===== config.mk =====
export PLATFORM = sky130hd
export DESIGN_NAME = iq_frame_rx
export DESIGN_NICKNAME = d
export VERILOG_FILES = /design/src/rtl/iq_frame_rx.sv
export SDC_FILE = /design/constraint.sdc
export NUM_CORES = 1
export LEC_CHECK = 0
export CORE_ASPECT_RATIO = 1.75
export CORE_MARGIN = 8
export CORE_UTILIZATION = 55
export DETAILED_ROUTE_END_ITERATION = 10
export HOLD_SLACK_MARGIN = 0.05
export MAX_ROUTING_LAYER = met4
export PLACE_DENSITY = 0.76
export SYNTH_ARGS = -nofsm -noshare
export SYNTH_HDL_FRONTEND = slang
export SYNTH_SLANG_ARGS = --single-unit

===== constraint.sdc =====
create_clock -name clk -period 3 [get_ports clk]
set_input_delay 0.9 -clock clk [delete_from_list [all_inputs] [get_ports clk]]
set_output_delay 0.9 -clock clk [all_outputs]
set_load 0.005 [all_outputs]

===== src/rtl/iq_frame_rx.sv =====
// I/Q deframer for the AT86RF215 LVDS rx stream; IQ_FRAME_RX_CHECK_EN adds I/Q trailer-bit checks.
// Latency: o_valid/o_i/o_q register one clock after a complete frame occupies the window.
// No backpressure: samples are strobed once per frame and must be taken on o_valid.
module iq_frame_rx #(
  parameter int SAMPLE_W   = 13,
  parameter int LOCK_COUNT = 3,
  parameter int LOSS_COUNT = 4,
  parameter int ERR_W      = 16
) (
  input  logic                clk,
  input  logic                reset_n,
  input  logic                i_enable,
  input  logic [1:0]          i_rx_d,
  input  logic                i_clear,
  output logic                o_valid,
  output logic [SAMPLE_W-1:0] o_i,
  output logic [SAMPLE_W-1:0] o_q,
  output logic                o_locked,
  output logic                o_idle,
  output logic [ERR_W-1:0]    o_err_count
);

  localparam int FRAME_BITS = 2 * (SAMPLE_W + 3);
  localparam int HALF       = FRAME_BITS / 2;
  localparam int PH_W       = $clog2(HALF);
  localparam logic [PH_W-1:0] PH_LAST = PH_W'(HALF - 1);
  localparam logic [3:0] LOCK_N = 4'(LOCK_COUNT);
  localparam logic [3:0] LOSS_N = 4'(LOSS_COUNT);

  typedef enum logic [1:0] {SEARCH = 2'd0, VERIFY = 2'd1, LOCKED = 2'd2} state_t;

  state_t                state;
  logic [FRAME_BITS:0]   sr;
  logic [PH_W-1:0]       ph;
  logic                  off;
  logic [3:0]            good;
  logic [3:0]            miss;
  logic [FRAME_BITS-1:0] frame0, frame1, frame_sel;
  logic                  match0, match1, match_sel, zero0, zero_sel, boundary;
  logic [3:0]            good_inc, miss_inc;

  function automatic logic hdr_ok(input logic [FRAME_BITS-1:0] f);
    logic ok;
    ok = (f[FRAME_BITS-1 -: 2] == 2'b10) && (f[HALF-1 -: 2] == 2'b01);
`ifdef IQ_FRAME_RX_CHECK_EN
    ok = ok && f[HALF] && !f[0];
`endif
    return ok;
  endfunction

  // Offset 1 excludes the newest bit, so it sees the window one bit earlier in the stream.
  assign frame0    = sr[FRAME_BITS-1:0];
  assign frame1    = sr[FRAME_BITS:1];
  assign frame_sel = off ? frame1 : frame0;
  assign match0    = hdr_ok(frame0);
  assign match1    = hdr_ok(frame1);
  assign match_sel = hdr_ok(frame_sel);
  assign zero0     = ~|frame0;
  assign zero_sel  = ~|frame_sel;
  assign boundary  = (ph == PH_LAST);
  assign good_inc  = good + 4'd1;
  assign miss_inc  = miss + 4'd1;

  always_ff @(posedge clk or negedge reset_n) begin
    if (!reset_n) begin
      state       <= SEARCH;
      sr          <= '0;
      ph          <= '0;
      off         <= 1'b0;
      good        <= '0;
      miss        <= '0;
      o_valid     <= 1'b0;
      o_i         <= '0;
      o_q         <= '0;
      o_locked    <= 1'b0;
      o_idle      <= 1'b0;
      o_err_count <= '0;
    end else begin
      sr      <= {sr[FRAME_BITS-2:0], i_rx_d[1], i_rx_d[0]};
      ph      <= boundary ? '0 : ph + 1'b1;
      o_valid <= 1'b0;
      if (i_clear) o_err_count <= '0;

      if (!i_enable) begin
        state    <= SEARCH;
        o_locked <= 1'b0;
        good     <= '0;
        miss     <= '0;
      end else begin
        case (state)
          SEARCH: begin
            if (zero0) o_idle <= 1'b1;
            if (match0 || match1) begin
              off  <= !match0;
              ph   <= '0;
              good <= 4'd1;
              if (LOCK_COUNT == 1) begin
                state    <= LOCKED;
                o_locked <= 1'b1;
                miss     <= '0;
              end else begin
                state <= VERIFY;
              end
            end
          end
          VERIFY: begin
            if (boundary) begin
              if (match_sel) begin
                good <= good_inc;
                if (good_inc == LOCK_N) begin
                  state    <= LOCKED;
                  o_locked <= 1'b1;
                  miss     <= '0;
                end
              end else begin
                state <= SEARCH;
              end
            end
          end
          LOCKED: begin
            if (boundary) begin
              if (match_sel) begin
                o_valid <= 1'b1;
                o_i     <= frame_sel[FRAME_BITS-3 -: SAMPLE_W];
                o_q     <= frame_sel[HALF-3 -: SAMPLE_W];
                miss    <= '0;
                o_idle  <= 1'b0;
              end else if (zero_sel) begin
                // An idle link is not an error: drop lock without touching the counter.
                o_idle   <= 1'b1;
                state    <= SEARCH;
                o_locked <= 1'b0;
              end else begin
                miss <= miss_inc;
                if (!i_clear && !(&o_err_count)) o_err_count <= o_err_count + 1'b1;
                if (miss_inc == LOSS_N) begin
                  state    <= SEARCH;
                  o_locked <= 1'b0;
                end
              end
            end
          end
          default: begin
            state    <= SEARCH;
            o_locked <= 1'b0;
          end
        endcase
      end
    end
  end

endmodule


Word level (Yosys, flattened, before mapping)
Cells that the tools add are included.
{ "word_totals": {"reg_bits": 93, "inputBits": 6, "output_inout_bits": 45, "word_cells": 115} }
{ "classes": {"n_addsub": 4, "n_eq_ne": 26, "muxes": 53, "n_reduce_logical": 20} }
{ "op_table": {"columns": ["op", "n"], "rows": [
  ["16-bit two-way mux", 7],
  ["32-bit OR reduction", 2],
  ["4-bit two-way mux", 15],
  ["32-bit two-way mux", 1],
  ["3-bit inequality test, second input constant", 7],
  ["2-bit two-way mux", 9],
  ["16-bit by 1-bit adder with 16-bit output, second input constant", 1],
  ["1-bit two-way mux", 16],
  ["4-bit case mux with 2 select lines", 2],
  ["16-bit AND reduction", 1],
  ["4-bit by 1-bit adder with 4-bit output, second input constant", 3],
  ["4-bit inequality test, second input constant", 3],
  ["6-bit AND reduction", 2],
  ["2-bit by 1-bit == test with 1-bit output, second input constant", 4],
  ["2-bit == test, second input constant", 4],
  ["4-bit AND reduction", 2],
  ["7-bit AND reduction", 1],
  ["2-bit inequality test, second input constant", 3],
  ["3-bit by 1-bit inequality test with 1-bit output, second input constant", 2],
  ["2-bit case mux with 3 select lines", 1],
  ["5-bit AND reduction", 1],
  ["4-bit by 2-bit == test with 1-bit output, second input constant", 1],
  ["4-bit by 3-bit == test with 1-bit output, second input constant", 1],
  ["4-bit == test, second input constant", 1],
  ["other kinds (8)", 13]
]} }

Longest topological paths before layout
Gate-level depths: netlist (run 1).
{ "logic_depth": {"depth_word": 9, "ltp_mapped": 9, "mapped_depth_nobuf": 8} }

Least setup slack after synthesis (run 1)
OpenSTA, ideal clock, no wires.
{ "synth_path": {"kind": "input to register", "startpoint": "in i_enable", "endpoint": "reg o_err_count[12]", "arrival_time_ns": 2.476, "required_ns": 2.922, "setup_slack_ns": 0.446, "stages": 6, "path_buffers": 1, "cell_sequence": "clkbuf_1 nand3_1 or4b_4 a211o_1 or3_1 a21oi_1"} }
{ "synth_between": {"elab_chain_len": 1} }
{ "synth_rtl": {"columns": ["item", "line", "rtl"], "rows": [
  ["from (decl)", "12", "input logic i_enable,"],
  ["16-bit two-way mux", "84", "if (!i_enable) begin"],
  ["to (signal assigned)", "135", "if (!i_clear && !(&o_err_count)) o_err_count <= o_err_count + 1'b1;"],
  ["to (decl)", "20", "output logic [ERR_W-1:0] o_err_count"]
]} }
No other way between the ends.
A chain may end at the register's enable or synchronous reset.

Worst setup path after layout (run 1)
{ "layout_path": {"startpoint": "in i_enable", "endpoint": "reg o_err_count[4]"} }
The elaborated chain is that of the path after synthesis.

==> impl_summary.txt, run 1 <==
----------------------------------------------------
[Status]
  Status ... finished clean

[Finish]
  Area added between synthesis and finish ... 22.8%
  Layout filler cell count ... 587
  Most frequent cells in the layout ... sky130_fd_sc_hd__dfrtp_1 (93), sky130_fd_sc_hd__clkdlybuf4s50_1 (49), sky130_fd_sc_hd__nand2_1 (47), sky130_fd_sc_hd__o21ai_1 (31), sky130_fd_sc_hd__mux2i_1 (29)
  Net total in the final layout ... 461
  Number of antenna cells inserted ... 0
  Leading cell type in the layout, fill and taps excluded ... sky130_fd_sc_hd__dfrtp_1
  Layout cells sized above 1 ... 6.40%

[Timing]
  Final Hold Fails ... 0
  Actual slew at the worst max-slew pin ... 0.627 ns
  Final Skew ... 0.00609 ns
  Number of max-slew violations in the final report ... 0
  Total Negative Setup Slacks ... 0 ns
  Max Fclk ... 396 MHz
  Number of setup violations in the final report ... 0
  RSZ-0062 raised after global routing ... false
  Worst hold-check slack ... 0.408 ns
  Min Tclk post-route ... 2.52 ns
  Normalized max-slew margin ... 57.7%
  Final worst path period share ... 84.1%

[Route]
  Number of search-and-repair iterations in the first detailed-routing pass ... 4
  Via count ... 3,203
  Number of remaining DRC errors ... 0
  Mean routed wirelength per cell ... 17.2 um
  Post-route antenna net violation count ... 0
  Detailed-route vias per instance ... 5.92
  Aggregate routed wire length ... 9320 um
  Starting DRC count in detailed routing ... 187

[Floorplan]
  Die height ... 131 um
  Core region area ... 0.00746 mm^2
  Number of core rows ... 42
  Number of top-level pins ... 51
  Effective utilization at floorplan ... 56.0%
  Full die area ... 0.0108 mm^2
  Die Width ... 81.9 um

[Yosys]
  Mean area per synthesized cell ... 10.6 um^2
  Largest family of logic cells by synthesized area ... simple AND/OR/NAND/NOR gates
  Synthesis Warnings ... 0
  Syn nets ... 407
  Xor-xnor portion of the synthesized cell area ... 1.47%
  Portion of the post-synthesis area used by sequential elements ... 55.7%
  Number of distinct standard cells referenced by the synthesized netlist ... 55
  Multiplexer share of the synthesized area ... 7.49%
  Share of synthesized flip-flops with an asynchronous set or reset ... 100%
  Post-Synth Simple-Gate Area ... 18.0%
  Compound-gate portion of the synthesized area ... 13.2%
  Dominant cells by area after synthesis ... sky130_fd_sc_hd__dfrtp_1 (56%), sky130_fd_sc_hd__mux2i_1 (6.9%), sky130_fd_sc_hd__nand2_1 (4.2%), sky130_fd_sc_hd__o21ai_1 (3.7%), sky130_fd_sc_hd__a21oi_1 (2.5%)
  Library cell with the largest summed area after synthesis ... sky130_fd_sc_hd__dfrtp_1
  Number of flip-flops and latches in the synthesized netlist ... 93
  Adder-cell share of the synthesized area ... 1.80%
  Mapped Cells ... 395
  Cell area after synthesis ... 0.00418 mm^2
  Post-synth EDFFs ... 0
  Share of the synthesized area in the top cell type ... 55.7%
  Dominant register cell in the synthesized netlist ... sky130_fd_sc_hd__dfrtp_1

[Flow run]
  Total of max-cap violations ... 0

[Setup path]
  Worst EP required ... 3.24 ns
  CP startpoint kind ... input pin
  Cell-by-cell trace of the critical path ... clkdlybuf4s50_1, buf_4, nand3b_1, nor2_1, o2111ai_1, a211oi_1, xnor2_1, nor2_1
  First element of the critical path ... i_enable
  Kind of cell with the highest combined delay on the critical path ... buffers and inverters
  Highest net fanout along the worst path ... 9
  Worst reg2reg path startpoint ... off
  Data arrival time of the critical path ... 2.76 ns
  Critical-path cell with the highest stage delay ... sky130_fd_sc_hd__clkdlybuf4s50_1
  Element type at the critical path end ... flop
  Cell repeated most along the worst path ... sky130_fd_sc_hd__nor2_1
  Category of the most critical setup path ... input pin to flop
  Maximum single-stage delay on the critical path ... 0.48 ns
  Crit. path cell count ... 8
  Worst-case reg-to-reg path depth ... 5
  Worst path bufs/invs ... 2

[Placed design]
  Final HPWL DP ... 6740 um
  Final Wtd Congestion ... 0.893
  Port Buffer Count ... 50

[Worst hold path]
  Hold path startpoint ... sr[1]
  Hold Path Depth ... 0
  Worst min-delay path category ... flop to flop

[Clock network]
  Number of gates given a new drive strength after cts ... 0
  Clock latency on the worst-skew pair ... 0.34 ns
  Clock tree from TritonCTS ... yes
  Clock tree sinks ... 93
  Number of levels the H-tree was split into ... 3
  CTS hold repair buffers ... 0
  Post-CTS setup repair buffer count ... 0
  Clk pin slew, worst setup/hold paths ... 0.06 ns
  Root buf cell ... sky130_fd_sc_hd__clkbuf_16
  TritonCTS Buffers ... 9
  Buffer depth of the longest clock path ... 2

[Power and ir drop]
  Leakage power figure ... 2.15 nW
  Pwr Density ... 567 mW/mm^2
  IR drop worst, VDD ... 489 uV

[GRT]
  Number of antenna violations at the first check in global routing ... 0
  Global route overflow ... 0
  Number of global-route vias before repair ... 3,272
  Global-route wire length before repair ... 15,600 um
  Pin count of the biggest net entering global routing ... 54
  Total routing resource utilization after global routing ... 19.0%

----------------------------------------------------
[power breakdown]
| part | switching (W) | total (W) | leakage (nW) | internal (W) |
|---|---|---|---|---|
| registers | 0.0000774 | 0.00139 | 1.21 | 0.00131 |
| clock network | 0.000461 | 0.00123 | 0.159 | 0.000772 |
| logic | 0.000147 | 0.000286 | 0.779 | 0.000138 |
| total | 0.000685 | 0.00291 | 2.15 | 0.00222 |
[per-layer routing]
metal	global-route usage, %	routed length [um]
met1	20.4	3640
met5	-	0
met2	31.6	5040
met3	4.51	377
met4	8.84	259
[registers in the layout (all words and copies together), names as in the netlist]
| name | flops |
|---|---|
| off | 1 |
| good | 4 |
| o_err_count | 16 |
| o_locked | 1 |
| o_q | 13 |
| sr | 33 |
| state | 2 |
| ph | 4 |
| o_valid | 1 |
| miss | 4 |
| o_idle | 1 |
| o_i | 13 |
[area by class of cell]
| type | instances | area [um^2] | area share (%) |
|---|---|---|---|
| clock buffer | 12 | 256 | 5.00 |
| clock inverter | 3 | 68.8 | 1.34 |
| inverter | 7 | 26.3 | 0.512 |
| multi-input combinational | 278 | 1750 | 34.2 |
| sequential | 93 | 2330 | 45.4 |
| tap | 88 | 110 | 2.15 |
| timing repair buffer | 60 | 586 | 11.4 |
[Yosys cell counts, drive strengths merged, types with 3 or more instances]
library cell / count
nand2b: 6
nor3: 11
dfrtp: 93
or4: 7
nor4b: 3
inv: 7
or4b: 4
nor4: 4
o31ai: 5
nand4: 5
clkbuf: 11
ha: 6
o21ai: 33
o21a: 3
a21boi: 3
nor2b: 9
nand2: 47
mux2i: 29
or3: 3
nand3: 15
xnor2: 7
buf: 6
a21oi: 21
nor2: 22
[path summary, 6_finish.rpt]
path	to	slack, ns
max	o_err_count[4]	0.48
max in group asynchronous	o_q[11]	1.79
min reg2reg	sr[3]	0.41
min	sr[3]	0.41
min in group asynchronous	o_q[4]	0.54
max reg2reg	o_err_count[12]	0.56
[kinds of logic (layout without fill, tap and decap cells)]
logic type / count (synthesis) / in the layout
AND/OR/NAND/NOR: 145 / 145
flip-flops: 93 / 93
AO/OA/AOI/OAI: 89 / 89
multiplexers: 31 / 31
buffers and inverters: 24 / 82
XOR/XNOR: 7 / 7
adder cells (fa/ha/maj): 6 / 6
[through the flow]
step           cell area, um^2  power, W  setup WS (ns)  util (%)  cells
6_report                  5130   0.00291          0.476      68.7    541
4_1_cts                   5130   0.00293          0.479      68.7    541
3_3_place_gp              4800   0.00169          0.159      64.4    526
5_1_grt                   5130   0.00301          0.359      68.7    541
2_1_floorplan             4180   0.00161          0.446         -    395
3_5_place_dp              4800   0.00170          0.123      64.4    526
Power figures use the tool's default switching activity.
==> run 2, diff against run 1 <==
--- a/config.mk
+++ b/config.mk
@@ -7,11 +7,11 @@
 export LEC_CHECK = 0
 export CORE_ASPECT_RATIO = 1.75
 export CORE_MARGIN = 8
-export CORE_UTILIZATION = 55
+export CORE_UTILIZATION = 50
 export DETAILED_ROUTE_END_ITERATION = 10
 export HOLD_SLACK_MARGIN = 0.05
 export MAX_ROUTING_LAYER = met4
-export PLACE_DENSITY = 0.76
+export PLACE_DENSITY = 0.73
 export SYNTH_ARGS = -nofsm -noshare
 export SYNTH_HDL_FRONTEND = slang
 export SYNTH_SLANG_ARGS = --single-unit
==> constraint.sdc (replaced) <==
create_clock -name clk -period 2 [get_ports clk]
set_input_delay 0.6 -clock clk [delete_from_list [all_inputs] [get_ports clk]]
set_output_delay 0.6 -clock clk [all_outputs]
set_load 0.005 [all_outputs]
==> run 2 against run 1 <==
Against the previous run:
- the flow now finishes with violations (setup timing)
- count of clock-buffer cells in the layout down 3
- setup slack worse by 0.71 ns
- clock power up 30%
- design area up 15%
- total power up 49%
- highest routed layer unchanged
==> impl_summary.txt, run 2 (same netlist as run 1, synthesis figures left out) <==
----------------------------------------------------
[Floorplan]
  Die height ... 137 um (was 131 um)
  Core region area ... 0.00820 mm^2 (was 0.00746 mm^2)
  Number of core rows ... 44 (was 42)
  Effective utilization at floorplan ... 50.9% (was 56.0%)
  Full die area ... 0.0117 mm^2 (was 0.0108 mm^2)
  Number of top-level pins ... 51 (unchanged)
  Die Width ... 85.1 um (was 81.9 um)

[Clock network]
  Clock latency on the worst-skew pair ... 0.34 ns (about the same)
  Number of levels the H-tree was split into ... 3 (unchanged)
  Clk pin slew, worst setup/hold paths ... 0.07 ns (was 0.06 ns)
  Buffer depth of the longest clock path ... 2 (unchanged)
  Clock tree sinks ... 93 (unchanged)
  TritonCTS Buffers ... 9 (unchanged)
  Root buf cell ... sky130_fd_sc_hd__clkbuf_16 (unchanged)
  Clock tree from TritonCTS ... yes (unchanged)

[GRT]
  Total routing resource utilization after global routing ... 19.3% (was 19.0%)
  Global route overflow ... 0 (unchanged)
  Number of antenna violations at the first check in global routing ... 0 (unchanged)
  Global-route wire length before repair ... 17,200 um (was 15,600 um)
  Number of global-route vias before repair ... 3,643 (was 3,272)
  Pin count of the biggest net entering global routing ... 53 (was 54)

[Timing]
  Max Fclk ... 448 MHz
  Number of setup violations in the final report ... 19 (was 0)
  Final worst path period share ... 112%
  Number of max-slew violations in the final report ... 0 (unchanged)
  RSZ-0062 raised after global routing ... true (was false)
  Final Hold Fails ... 0 (unchanged)
  Min Tclk post-route ... 2.23 ns
  Setup WS post-layout ... -0.230 ns (was 0.476 ns)
  Final Skew ... 0.00948 ns (was 0.00609 ns)
  Actual slew at the worst max-slew pin ... 0.463 ns (was 0.627 ns)
  Normalized max-slew margin ... 68.7% (was 57.7%)
  Worst hold-check slack ... 0.152 ns (was 0.408 ns)
  Total Negative Setup Slacks ... -1.76 ns (was 0 ns)

[Setup path]
  Category of the most critical setup path ... flop to flop (was input pin to flop)
  Worst EP required ... 2.26 ns (was 3.24 ns)
  Element type at the critical path end ... flop (unchanged)
  Data arrival time of the critical path ... 2.49 ns (was 2.76 ns)
  CP startpoint kind ... flop (was input pin)
  Highest net fanout along the worst path ... 4 (was 9)

[Route]
  Post-route antenna net violation count ... 0 (unchanged)
  Number of search-and-repair iterations in the first detailed-routing pass ... 4 (unchanged)
  Number of remaining DRC errors ... 0 (unchanged)
  Mean routed wirelength per cell ... 17.3 um (was 17.2 um)
  Starting DRC count in detailed routing ... 218 (was 187)
  Detailed-route vias per instance ... 5.67 (was 5.92)
  Via count ... 3,525 (was 3,203)
  Aggregate routed wire length ... 10,700 um (was 9320 um)

[Finish]
  Top register by number of flip-flops ... sr (unchanged)
  Net total in the final layout ... 537 (was 461)
  Layout cells sized above 1 ... 25.3% (was 6.40%)
  Biggest regs ... sr (33), o_err_count (16) (unchanged)
  Max reg flops ... 33 (unchanged)
  Area added between synthesis and finish ... 40.9% (was 22.8%)
  Post-Layout Cell Count ... 622 (was 541)
  Most frequent cells in the layout ... sky130_fd_sc_hd__dfrtp_1 (92), sky130_fd_sc_hd__buf_4 (81), sky130_fd_sc_hd__clkdlybuf4s50_1 (48), sky130_fd_sc_hd__nand2_1 (47), sky130_fd_sc_hd__o21ai_1 (30) (was sky130_fd_sc_hd__dfrtp_1 (93), sky130_fd_sc_hd__clkdlybuf4s50_1 (49), sky130_fd_sc_hd__nand2_1 (47), sky130_fd_sc_hd__o21ai_1 (31), sky130_fd_sc_hd__mux2i_1 (29))
  Leading cell type in the layout, fill and taps excluded ... sky130_fd_sc_hd__dfrtp_1 (unchanged)
  Number of antenna cells inserted ... 0 (unchanged)
  Fraction of the core area covered by cells at the end of the flow ... 71.8% (was 68.7%)

[Placed design]
  Port Buffer Count ... 50 (unchanged)
  Inst Count DP ... 603 (was 526)
  Final Wtd Congestion ... 0.867 (was 0.893)
  Worst setup timing slack at the placement stage ... -0.567 ns (was 0.123 ns)
  Final HPWL DP ... 7870 um (was 6740 um)

[Power and ir drop]
  IR drop worst, VDD ... 498 uV (was 489 uV)
  Pwr Density ... 734 mW/mm^2 (was 567 mW/mm^2)
  Leakage power figure ... 2.57 nW (was 2.15 nW)

[Status]
  Failing checks ... setup timing
  Status ... finished, violations left (was finished clean)

[Flow run]
  Total of max-cap violations ... 0 (unchanged)

[Worst hold path]
  Worst min-delay path category ... input pin to asynchronous set/reset pin (was flop to flop)

----------------------------------------------------
[run 2: cell count changes in the layout (fill, tap and decap cells not counted), sizes merged]
| cell | change |
|---|---|
| buf | +76 |
| clkinvlp | +2 |
| clkbuf | -3 |
| bufinv | -2 |
| clkinv | +2 |
| clkdlybuf4s50 | -1 |
| dlymetal6s2s | +1 |
| inv | +2 |
[run 2: critical path: stages (launching register included)]
cell	delay (ns)
sky130_fd_sc_hd__dfrtp_2	0.44
sky130_fd_sc_hd__nor4bb_4	0.18
sky130_fd_sc_hd__mux2_4	0.28
sky130_fd_sc_hd__or4b_4	0.52
sky130_fd_sc_hd__a211o_1	0.28
sky130_fd_sc_hd__or3_1	0.31
sky130_fd_sc_hd__a21oi_1	0.14
[run 2: path summary, 6_finish.rpt]
check,start,endpoint,slack [ns],cells after the start
max,sr[15],o_err_count[14],-0.23,6
min,reset_n,o_err_count[0],0.15,1
max reg2reg,sr[15],o_err_count[14],-0.23,6
min reg2reg,sr[0],sr[2],0.43,0
max in group asynchronous,reset_n,ph[2],1.29,2
min in group clk,sr[0],sr[2],0.43,0
[run 2: metal layers]
layer | vias up | GRT usage [%] | share of wire [%]
met4 | 0 | 8.57 | 2.3
met1 | 1739 | 18.7 | 39
met5 | - | - | 0
li1 | 1691 | - | -
met2 | 79 | 35.8 | 55
met3 | 16 | 4.09 | 3.5
[run 2: layout make-up]
type,count,area [um^2]
clock inverter,7,58.8
clock buffer,9,225
multi-input combinational,278,1940
fill,591,2310
inverter,7,26.3
tap,92,115
sequential,93,2330
timing repair buffer,136,1190
[run 2: power by group]
group / internal [W] / switching, W / total (W) / leakage (nW)
logic: 0.000355 / 0.000331 / 0.000686 / 1.22
clock network: 0.000857 / 0.000739 / 0.00160 / 0.133
registers: 0.00197 / 0.0000726 / 0.00204 / 1.21
total: 0.00318 / 0.00114 / 0.00432 / 2.57
[run 2: through the flow]
step                      total power (W)  instance area (um^2)
final                             0.00432                  5890
after global routing              0.00449                  5890
after CTS                         0.00433                  5740
after global placement            0.00270                  5430
after floorplan                   0.00243                  4240
after detailed placement          0.00272                  5430
[run 2: repair_timing]
action,CTS,global route
setup buffers,2,1
hold buffers,0,0
cloned,0,0
resized for setup,3,26
pin swaps,6,9
endpoints found under the setup margin,20,53
hold endpoints to repair,0,0
